==> src/rtl/alu_pipe_if.sv <==
// Operand-issue / result-writeback handshake bundle for alu_pipe.
// With ALU_PIPE_SAT_EN defined the bundle also carries the per-operation sat_mode bit.
interface alu_pipe_if #(
  parameter int WIDTH = 4
);
  logic             in_valid;
  logic             in_ready;
  logic [2:0]       in_op;
  logic [WIDTH-1:0] in_a;
  logic [WIDTH-1:0] in_b;
  logic             out_valid;
  logic             out_ready;
  logic [WIDTH-1:0] out_result;
  logic [3:0]       out_flags;
`ifdef ALU_PIPE_SAT_EN
  logic             sat_mode;

  modport master (
    output in_valid, in_op, in_a, in_b, sat_mode, out_ready,
    input  in_ready, out_valid, out_result, out_flags
  );

  modport slave (
    input  in_valid, in_op, in_a, in_b, sat_mode, out_ready,
    output in_ready, out_valid, out_result, out_flags
  );
`else
  modport master (
    output in_valid, in_op, in_a, in_b, out_ready,
    input  in_ready, out_valid, out_result, out_flags
  );

  modport slave (
    input  in_valid, in_op, in_a, in_b, out_ready,
    output in_ready, out_valid, out_result, out_flags
  );
`endif
endinterface

==> src/rtl/alu_pipe.sv <==
// Two-stage pipelined ALU with valid/ready backpressure on both sides and {N,Z,C,V} flags.
// Optional unsigned saturation of ADD/SUB is enabled by defining ALU_PIPE_SAT_EN.
module alu_pipe #(
  parameter int WIDTH = 4
) (
  input logic       clk,
  input logic       reset,
  alu_pipe_if.slave bus
);

  localparam int SHW = $clog2(WIDTH);
  localparam logic [SHW:0] WIDTH_L = (SHW + 1)'(WIDTH);

  typedef enum logic [2:0] {
    OP_ADD    = 3'b000,
    OP_SUB    = 3'b001,
    OP_AND    = 3'b010,
    OP_OR     = 3'b011,
    OP_XOR    = 3'b100,
    OP_SLL    = 3'b101,
    OP_SRL    = 3'b110,
    OP_PASS_B = 3'b111
  } op_e;

  logic             s1_valid;
  op_e              s1_op;
  logic [WIDTH-1:0] s1_a;
  logic [WIDTH-1:0] s1_b;
`ifdef ALU_PIPE_SAT_EN
  logic             s1_sat;
`endif

  logic             s2_valid;
  logic [WIDTH-1:0] s2_result;
  logic [3:0]       s2_flags;

  logic             s1_adv;
  logic             s2_adv;

  logic [WIDTH:0]   sum_ext;
  logic [WIDTH:0]   diff_ext;
  logic [SHW-1:0]   shamt;
  logic             shift_oob;
  logic [WIDTH-1:0] res;
  logic             c_flag;
  logic             v_flag;

  // A stage may load when it is empty or its contents move on this cycle; no skid buffer.
  assign s2_adv       = ~s2_valid | bus.out_ready;
  assign s1_adv       = ~s1_valid | s2_adv;
  assign bus.in_ready = s1_adv;

  assign bus.out_valid  = s2_valid;
  assign bus.out_result = s2_result;
  assign bus.out_flags  = s2_flags;

  always_ff @(posedge clk or negedge reset) begin
    if (!reset) begin
      s1_valid <= 1'b0;
      s1_op    <= OP_ADD;
      s1_a     <= '0;
      s1_b     <= '0;
`ifdef ALU_PIPE_SAT_EN
      s1_sat   <= 1'b0;
`endif
    end else if (s1_adv) begin
      s1_valid <= bus.in_valid;
      if (bus.in_valid) begin
        s1_op  <= op_e'(bus.in_op);
        s1_a   <= bus.in_a;
        s1_b   <= bus.in_b;
`ifdef ALU_PIPE_SAT_EN
        s1_sat <= bus.sat_mode;
`endif
      end
    end
  end

  // Arithmetic is one bit wider so the top bit is the raw carry (ADD) or borrow (SUB).
  assign sum_ext   = {1'b0, s1_a} + {1'b0, s1_b};
  assign diff_ext  = {1'b0, s1_a} - {1'b0, s1_b};
  assign shamt     = s1_b[SHW-1:0];
  assign shift_oob = {1'b0, shamt} >= WIDTH_L;

  always_comb begin
    res    = '0;
    c_flag = 1'b0;
    v_flag = 1'b0;
    case (s1_op)
      OP_ADD: begin
        res    = sum_ext[WIDTH-1:0];
        c_flag = sum_ext[WIDTH];
        v_flag = (s1_a[WIDTH-1] == s1_b[WIDTH-1]) && (sum_ext[WIDTH-1] != s1_a[WIDTH-1]);
`ifdef ALU_PIPE_SAT_EN
        if (s1_sat && c_flag) res = '1;
`endif
      end
      OP_SUB: begin
        res    = diff_ext[WIDTH-1:0];
        c_flag = diff_ext[WIDTH];
        v_flag = (s1_a[WIDTH-1] != s1_b[WIDTH-1]) && (diff_ext[WIDTH-1] != s1_a[WIDTH-1]);
`ifdef ALU_PIPE_SAT_EN
        if (s1_sat && c_flag) res = '0;
`endif
      end
      OP_AND:    res = s1_a & s1_b;
      OP_OR:     res = s1_a | s1_b;
      OP_XOR:    res = s1_a ^ s1_b;
      OP_SLL:    res = shift_oob ? '0 : (s1_a << shamt);
      OP_SRL:    res = shift_oob ? '0 : (s1_a >> shamt);
      OP_PASS_B: res = s1_b;
      default:   res = '0;
    endcase
  end

  // N and Z are taken from the final (possibly saturated) result so flags match out_result.
  always_ff @(posedge clk or negedge reset) begin
    if (!reset) begin
      s2_valid  <= 1'b0;
      s2_result <= '0;
      s2_flags  <= '0;
    end else if (s2_adv) begin
      s2_valid <= s1_valid;
      if (s1_valid) begin
        s2_result <= res;
        s2_flags  <= {res[WIDTH-1], (res == '0), c_flag, v_flag};
      end
    end
  end

endmodule
==> src/flat_wrapper.sv <==
// flat-port wrapper written by rule: the top's interface ports become plain ports
module alu_pipe_flat 
#(
  parameter int WIDTH = 4
)
  (clk, reset, bus_in_valid, bus_in_op, bus_in_a, bus_in_b, bus_out_ready, bus_in_ready, bus_out_valid, bus_out_result, bus_out_flags);
  alu_pipe_if #(.WIDTH(WIDTH)) bus_i ();
  input logic clk;
  input logic reset;
  input wire logic [$bits(bus_i.in_valid)-1:0] bus_in_valid;
  input wire logic [$bits(bus_i.in_op)-1:0] bus_in_op;
  input wire logic [$bits(bus_i.in_a)-1:0] bus_in_a;
  input wire logic [$bits(bus_i.in_b)-1:0] bus_in_b;
  input wire logic [$bits(bus_i.out_ready)-1:0] bus_out_ready;
  output wire logic [$bits(bus_i.in_ready)-1:0] bus_in_ready;
  output wire logic [$bits(bus_i.out_valid)-1:0] bus_out_valid;
  output wire logic [$bits(bus_i.out_result)-1:0] bus_out_result;
  output wire logic [$bits(bus_i.out_flags)-1:0] bus_out_flags;
  assign bus_i.in_valid = bus_in_valid;
  assign bus_i.in_op = bus_in_op;
  assign bus_i.in_a = bus_in_a;
  assign bus_i.in_b = bus_in_b;
  assign bus_i.out_ready = bus_out_ready;
  assign bus_in_ready = bus_i.in_ready;
  assign bus_out_valid = bus_i.out_valid;
  assign bus_out_result = bus_i.out_result;
  assign bus_out_flags = bus_i.out_flags;
  alu_pipe #(.WIDTH(WIDTH)) u_core (.clk(clk), .reset(reset), .bus(bus_i));
endmodule
==> config.mk <==
export PLATFORM = sky130hd
export DESIGN_NAME = alu_pipe_flat
export DESIGN_NICKNAME = d
export VERILOG_FILES = /design/src/rtl/alu_pipe_if.sv /design/src/rtl/alu_pipe.sv /design/src/flat_wrapper.sv
export SDC_FILE = /design/constraint.sdc
export NUM_CORES = 1
export LEC_CHECK = 0
export ABC_CLOCK_PERIOD_IN_PS = 2300
export CAP_MARGIN = 20
export CORE_ASPECT_RATIO = 1.75
export CORE_MARGIN = 3
export CORE_UTILIZATION = 48
export DETAILED_ROUTE_END_ITERATION = 8
export PLACE_DENSITY = 0.83
export SLEW_MARGIN = 25
export SYNTH_ARGS = -nofsm -noshare
export SYNTH_HDL_FRONTEND = slang
export SYNTH_SLANG_ARGS = --single-unit
==> constraint.sdc <==
create_clock -name clk -period 2.3 [get_ports clk]
set_input_delay 0.69 -clock clk [delete_from_list [all_inputs] [get_ports clk]]
set_output_delay 0.69 -clock clk [all_outputs]
set_load 0.02 [all_outputs]
Word level (Yosys, flattened, before mapping). Index checks and enable logic that the tools add are counted.

Output and inout bits: 10. Logic and storage cells: 38. Bits of input ports: 15. Register bits after elaboration: 21.

Add/subtract/negate cells: 2. Muxes and demuxes: 3. Shift operators: 2. Eq/ne operators: 11. Bitwise gates (word level): 7. Reductions and logical operators: 6.

Operator list (number): 4-bit case mux with 8 select lines (1); 3-bit == test, second input constant (4); 3-bit by 2-bit == test with 1-bit output, second input constant (2); 4-bit by 4-bit adder with 5-bit output (1); 4-bit by 4-bit subtractor with 5-bit output (1); 4-bit AND (1); 4-bit zero test (1); 4-bit bitwise OR (1); 1-bit case mux with 2 select lines (2); 2-bit AND reduction (2); 4-bit by 2-bit left shift with 4-bit output (1); 4-bit by 2-bit >> shifter with 4-bit output (1); 4-bit bitwise XOR (1); 3-bit by 1-bit == test with 1-bit output, second input constant (1); 3-bit zero test (1); 1-bit != test (3); 1-bit logical AND (2); 1-bit inverter (2); 1-bit bitwise OR (2); 1-bit == test (1).

Depth between registers and ports, before layout.
Word-level depth: 4. Gate-level depth with buffers: 9. Gate-level depth less buffers: 9.

Worst setup path after synthesis. OpenSTA, ideal clock, no wires.

Path kind: reg2reg. From: register u_core.s1_b[1]. To: register u_core.s2_flags[3], in the netlist u_core.bus.out_flags[3]. Path buffers: 0. Setup time: 0.065 ns. Required time: 2.235 ns. Slack: 0.187 ns. Clock period less this slack: 2.113 ns. Arrival: 2.048 ns. Stages on the path, launching flop included: 8. Cell sequence: dfrtp_1 -> inv_1 -> ha_1 -> a21o_1 -> a21oi_1 -> mux2_2 -> a31oi_1 -> mux2_2.

Word-level cells in the longest chain between the ends: 2. Elaborated cells on any way between the ends: 5. Those cells by class: 2 x add/sub; 2 x shift; 1 x mux.

RTL lines: start, declared (RTL line alu_pipe.sv:28) `logic [WIDTH-1:0] s1_b;`; start signal, assigned (RTL line alu_pipe.sv:71) `s1_b <= bus.in_b;`; 4-bit by 4-bit subtractor with 5-bit output, or another cell as far along (RTL line alu_pipe.sv:81) `assign diff_ext = {1'b0, s1_a} - {1'b0, s1_b};`; 4-bit case mux with 8 select lines * (RTL line alu_pipe.sv:89) `case (s1_op)`; end signal, assigned (RTL line alu_pipe.sv:126) `s2_flags <= {res[WIDTH-1], (res == '0), c_flag, v_flag};`; end, declared (RTL line alu_pipe.sv:35) `logic [3:0] s2_flags;`.

Mark *: on every way between the ends. The rest lies on a longest branch, timed or not. A chain may end at the register's enable or synchronous reset.

Worst setup path in the final report.
From: input bus_out_ready. To: output bus_in_ready.

Word-level cells in the longest chain between the ends: 2.

RTL lines: start, declared (RTL line flat_wrapper.sv:14) `input wire logic [$bits(bus_i.out_ready)-1:0] bus_out_ready;`; 1-bit bitwise OR (RTL line alu_pipe.sv:49) `assign s2_adv = ~s2_valid | bus.out_ready;`; 1-bit bitwise OR (RTL line alu_pipe.sv:50) `assign s1_adv = ~s1_valid | s2_adv;`; end, declared (RTL line flat_wrapper.sv:15) `output wire logic [$bits(bus_i.in_ready)-1:0] bus_in_ready;`.

No other way between the ends.

==> impl_metrics.json <==
{
  "critical_path_required_ns": 1.61,
  "antenna_violating_nets_post_route": 0,
  "post_placement_worst_setup_slack_ns": -0.3285,
  "synthesized_netlist_net_count": 194,
  "drc": 0,
  "synth_largest_type_area_fraction": 0.3152,
  "antennaDiodeCount": 0,
  "synth_enable_flop_cells": 0,
  "htreeDepth": 1,
  "peakVddDrop_v": 0.0006476,
  "postSynthRegisterBits": 20,
  "yosys.cell_count.top_type": "sky130_fd_sc_hd__dfrtp_1",
  "yosys.cell_types.count": 42,
  "timing.critical_path.fanout_max": 2,
  "wl_per_cell_um": 16.51,
  "place_hpwl_mm": 3.058,
  "cts.reportedPaths.clkPinSlew_ns": 0.08,
  "crit_path_top_delay_cell": "sky130_fd_sc_hd__clkdlybuf4s50_1",
  "static-leakage-power_nw": 0.8859,
  "post_cts.repair.setup_buffers": 0,
  "ff2ff_path_depth": 7,
  "grt_first_pass_wirelength_mm": 6.147,
  "grt_overflow": 0,
  "route.final.wire_length_mm": 3.912,
  "achievable-frequency_mhz": 437.0,
  "rsz0062_at_grt": "false",
  "worstMarginPinSlew_ns": 0.5106,
  "initial_core_util": 0.5000,
  "synth-warning-count": 0,
  "timing.critical_path.arrival_ns": 1.60,
  "tritoncts_num_sinks": 20,
  "grt_usage": 0.1993,
  "antenna_found_initial": 0,
  "timing.final.setup_violations": 0,
  "cts_buffers": 3,
  "routabilityCongestion": 0.8840,
  "hp-start": "u_core.bus.out_flags[2]",
  "cts.path.max_buffers": 2,
  "final-max-slew-violation-count": 0,
  "post-route-cell-area_um2": 2013,
  "yosys-top-cells-area": "sky130_fd_sc_hd__dfrtp_1 (32%), sky130_fd_sc_hd__mux2_2 (11%), sky130_fd_sc_hd__ha_1 (10%)",
  "avgSynthCellArea_um2": 9.682,
  "criticalPathCategory": "in2out",
  "placeableCoreArea_um2": 3176,
  "critical-path-max-stage-delay_ns": 0.48,
  "post_dp_cell_area_um2": 1933,
  "flow.area_growth_from_synthesis_pct": 26.79,
  "fin_worst_skew_ns": 0.005777,
  "utilization": 0.6340,
  "critPathCaptureType": "output port",
  "synth_area_leader_cell": "sky130_fd_sc_hd__dfrtp_1",
  "max_slew_headroom_at_the_worst_pin": 0.6596,
  "launching_point_of_the_worst_reg2reg_path": "u_core.s1_b[1]",
  "ys_dominant_reg_cell": "sky130_fd_sc_hd__dfrtp_1",
  "cp_cell_sequence": "clkdlybuf4s50_1 -> nand3b_1 -> clkdlybuf4s15_2",
  "overall_die_area_um2": 4061,
  "power.density_nw_per_um2": 820.9,
  "worst-r2r-setup-slack_ns": 0.14,
  "post_route_cells_drive_above_1_share": 0.2062,
  "finalHoldViolCount": 0,
  "synth_cells": 164,
  "synth.cell_area_um2": 1588,
  "setup.worst_path.start_class": "primary input",
  "num_vias": 1378,
  "die_span_y_um": 82.09,
  "timing.rr.end": "u_core.bus.out_flags[3]",
  "drt-pass1-iter-count": 4,
  "via_cell_ratio": 5.814,
  "clock_tree_from_tritoncts": "built",
  "synthTopCellsByCount": "sky130_fd_sc_hd__dfrtp_1 (20), sky130_fd_sc_hd__mux2_2 (16), sky130_fd_sc_hd__ha_1 (13), sky130_fd_sc_hd__inv_1 (13)",
  "fin_ws_ns": 0.01142,
  "grt_max_degree": 21,
  "cts.root.buffer_cell": "sky130_fd_sc_hd__clkbuf_8",
  "seq_area_frac_synth": 0.3152,
  "timing.hold.worst.class": "reg2reg",
  "worst_skew_pair_later_pin_latency_ns": 0.27,
  "maxCapViolCount": 0,
  "multi_input_area_um2": 989.7,
  "status": "complete, no violations",
  "whs_endpoint": "u_core.bus.out_flags[2]",
  "first_iter_violations": 40,
  "finalWorstPathRequiredPeriod_ns": 2.289,
  "chipWidth_um": 49.48,
  "hold_depth": 2,
  "post_route_fraction_of_the_period_consumed_by_the_critical_path": 0.9950,
  "layout.nets": 225,
  "i_o_pin_count": 25,
  "port-buffer-count": 24,
  "grt_pass1_vias": 1371,
  "rows": 27,
  "fill_cells": 267,
  "ff_latch_area_um2": 501.7,
  "synth-async-reset-ratio": 1.000
}
cell type report:
type / instances / share of cell area
multi-input combinational: 120 / 0.4916
sequential: 20 / 0.2492
timing repair buffer: 36 / 0.1709
tap: 43 / 0.02672
inverter: 14 / 0.02610
clock buffer: 3 / 0.02051
clock inverter: 1 / 0.01492
where the power goes:
group          internal, W  leakage (nW)  switching, W
registers         0.000427         0.237     0.0000878
clock network     0.000233        0.0357      0.000125
logic             0.000392         0.613      0.000389
kinds of logic (layout without fill, tap and decap cells):
| kind of cell | after synthesis | in the layout | share of synthesized area |
|---|---|---|---|
| multiplexers | 21 | 21 | 0.1631 |
| AO/OA/AOI/OAI | 34 | 34 | 0.1442 |
| buffers and inverters | 24 | 54 | 0.06541 |
| AND/OR/NAND/NOR | 46 | 46 | 0.1623 |
| flip-flops | 20 | 20 | 0.3152 |
| adder cells (fa/ha/maj) | 15 | 15 | 0.1277 |
| XOR/XNOR | 4 | 4 | 0.02207 |
per-layer routing:
metal	track usage	vias up	share of wire
li1	-	637	-
met1	0.1941	676	0.36
met2	0.3723	42	0.54
met3	0.01996	23	0.030
met4	0.1690	0	0.067
met5	0	-	0
worst max path at each step:
stage,cells past startpoint,to,from
CTS,3,bus_in_ready,bus_out_ready
global placement,3,bus_in_ready,bus_out_ready
detailed placement,3,bus_in_ready,bus_out_ready
floorplan,7,u_core.bus.out_flags[3],u_core.s1_b[1]
global route,9,u_core.bus.out_result[2],u_core.s1_a[0]
finish,3,bus_in_ready,bus_out_ready
cell usage in the layout (no fill, tap or decap), types with 4 or more instances in the layout:
cell type and count:
sky130_fd_sc_hd__clkdlybuf4s50_1 23, sky130_fd_sc_hd__dfrtp_1 19, sky130_fd_sc_hd__mux2_2 16, sky130_fd_sc_hd__inv_1 13
sky130_fd_sc_hd__ha_1 13, sky130_fd_sc_hd__buf_4 11, sky130_fd_sc_hd__nor2_1 10, sky130_fd_sc_hd__a21oi_1 10
sky130_fd_sc_hd__nand2b_1 9, sky130_fd_sc_hd__nand2_1 8, sky130_fd_sc_hd__nand3b_1 7, sky130_fd_sc_hd__o21ai_0 6
sky130_fd_sc_hd__nor2b_1 4
worst max-delay path, delay by kind of cell:
kind	cells	cell delay (ns)
AND/OR/NAND/NOR	1	0.15
buffers and inverters	2	0.76
state kept, by name, indices dropped and copies added, names as in the netlist:
signal,cells
u_core.bus.out_flags,4
u_core.s1_a,4
u_core.s1_b,4
u_core.bus.out_result,3
u_core.s1_op,3
u_core.bus.out_valid,1
u_core.s1_valid,1
through the flow:
| step | hold slack (ns) | cells | setup TNS, ns | power (W) |
|---|---|---|---|---|
| after global routing | 0.5217 | 237 | 0 | 0.001739 |
| after detailed placement | 0.4831 | 233 | -0.3285 | 0.001289 |
| after global placement | 0.4657 | 233 | -0.2673 | 0.001238 |
| final | 0.5031 | 237 | 0 | 0.001653 |
| after floorplan | 0.3944 | 164 | 0 | 0.001002 |
| after CTS | 0.5056 | 237 | 0 | 0.001649 |
timing repair:
action,CTS,global route
hold buffers,0,0
resized for setup,3,2
endpoints found under the setup margin,1,2
Note: power is estimated with default switching activity, not from simulation.
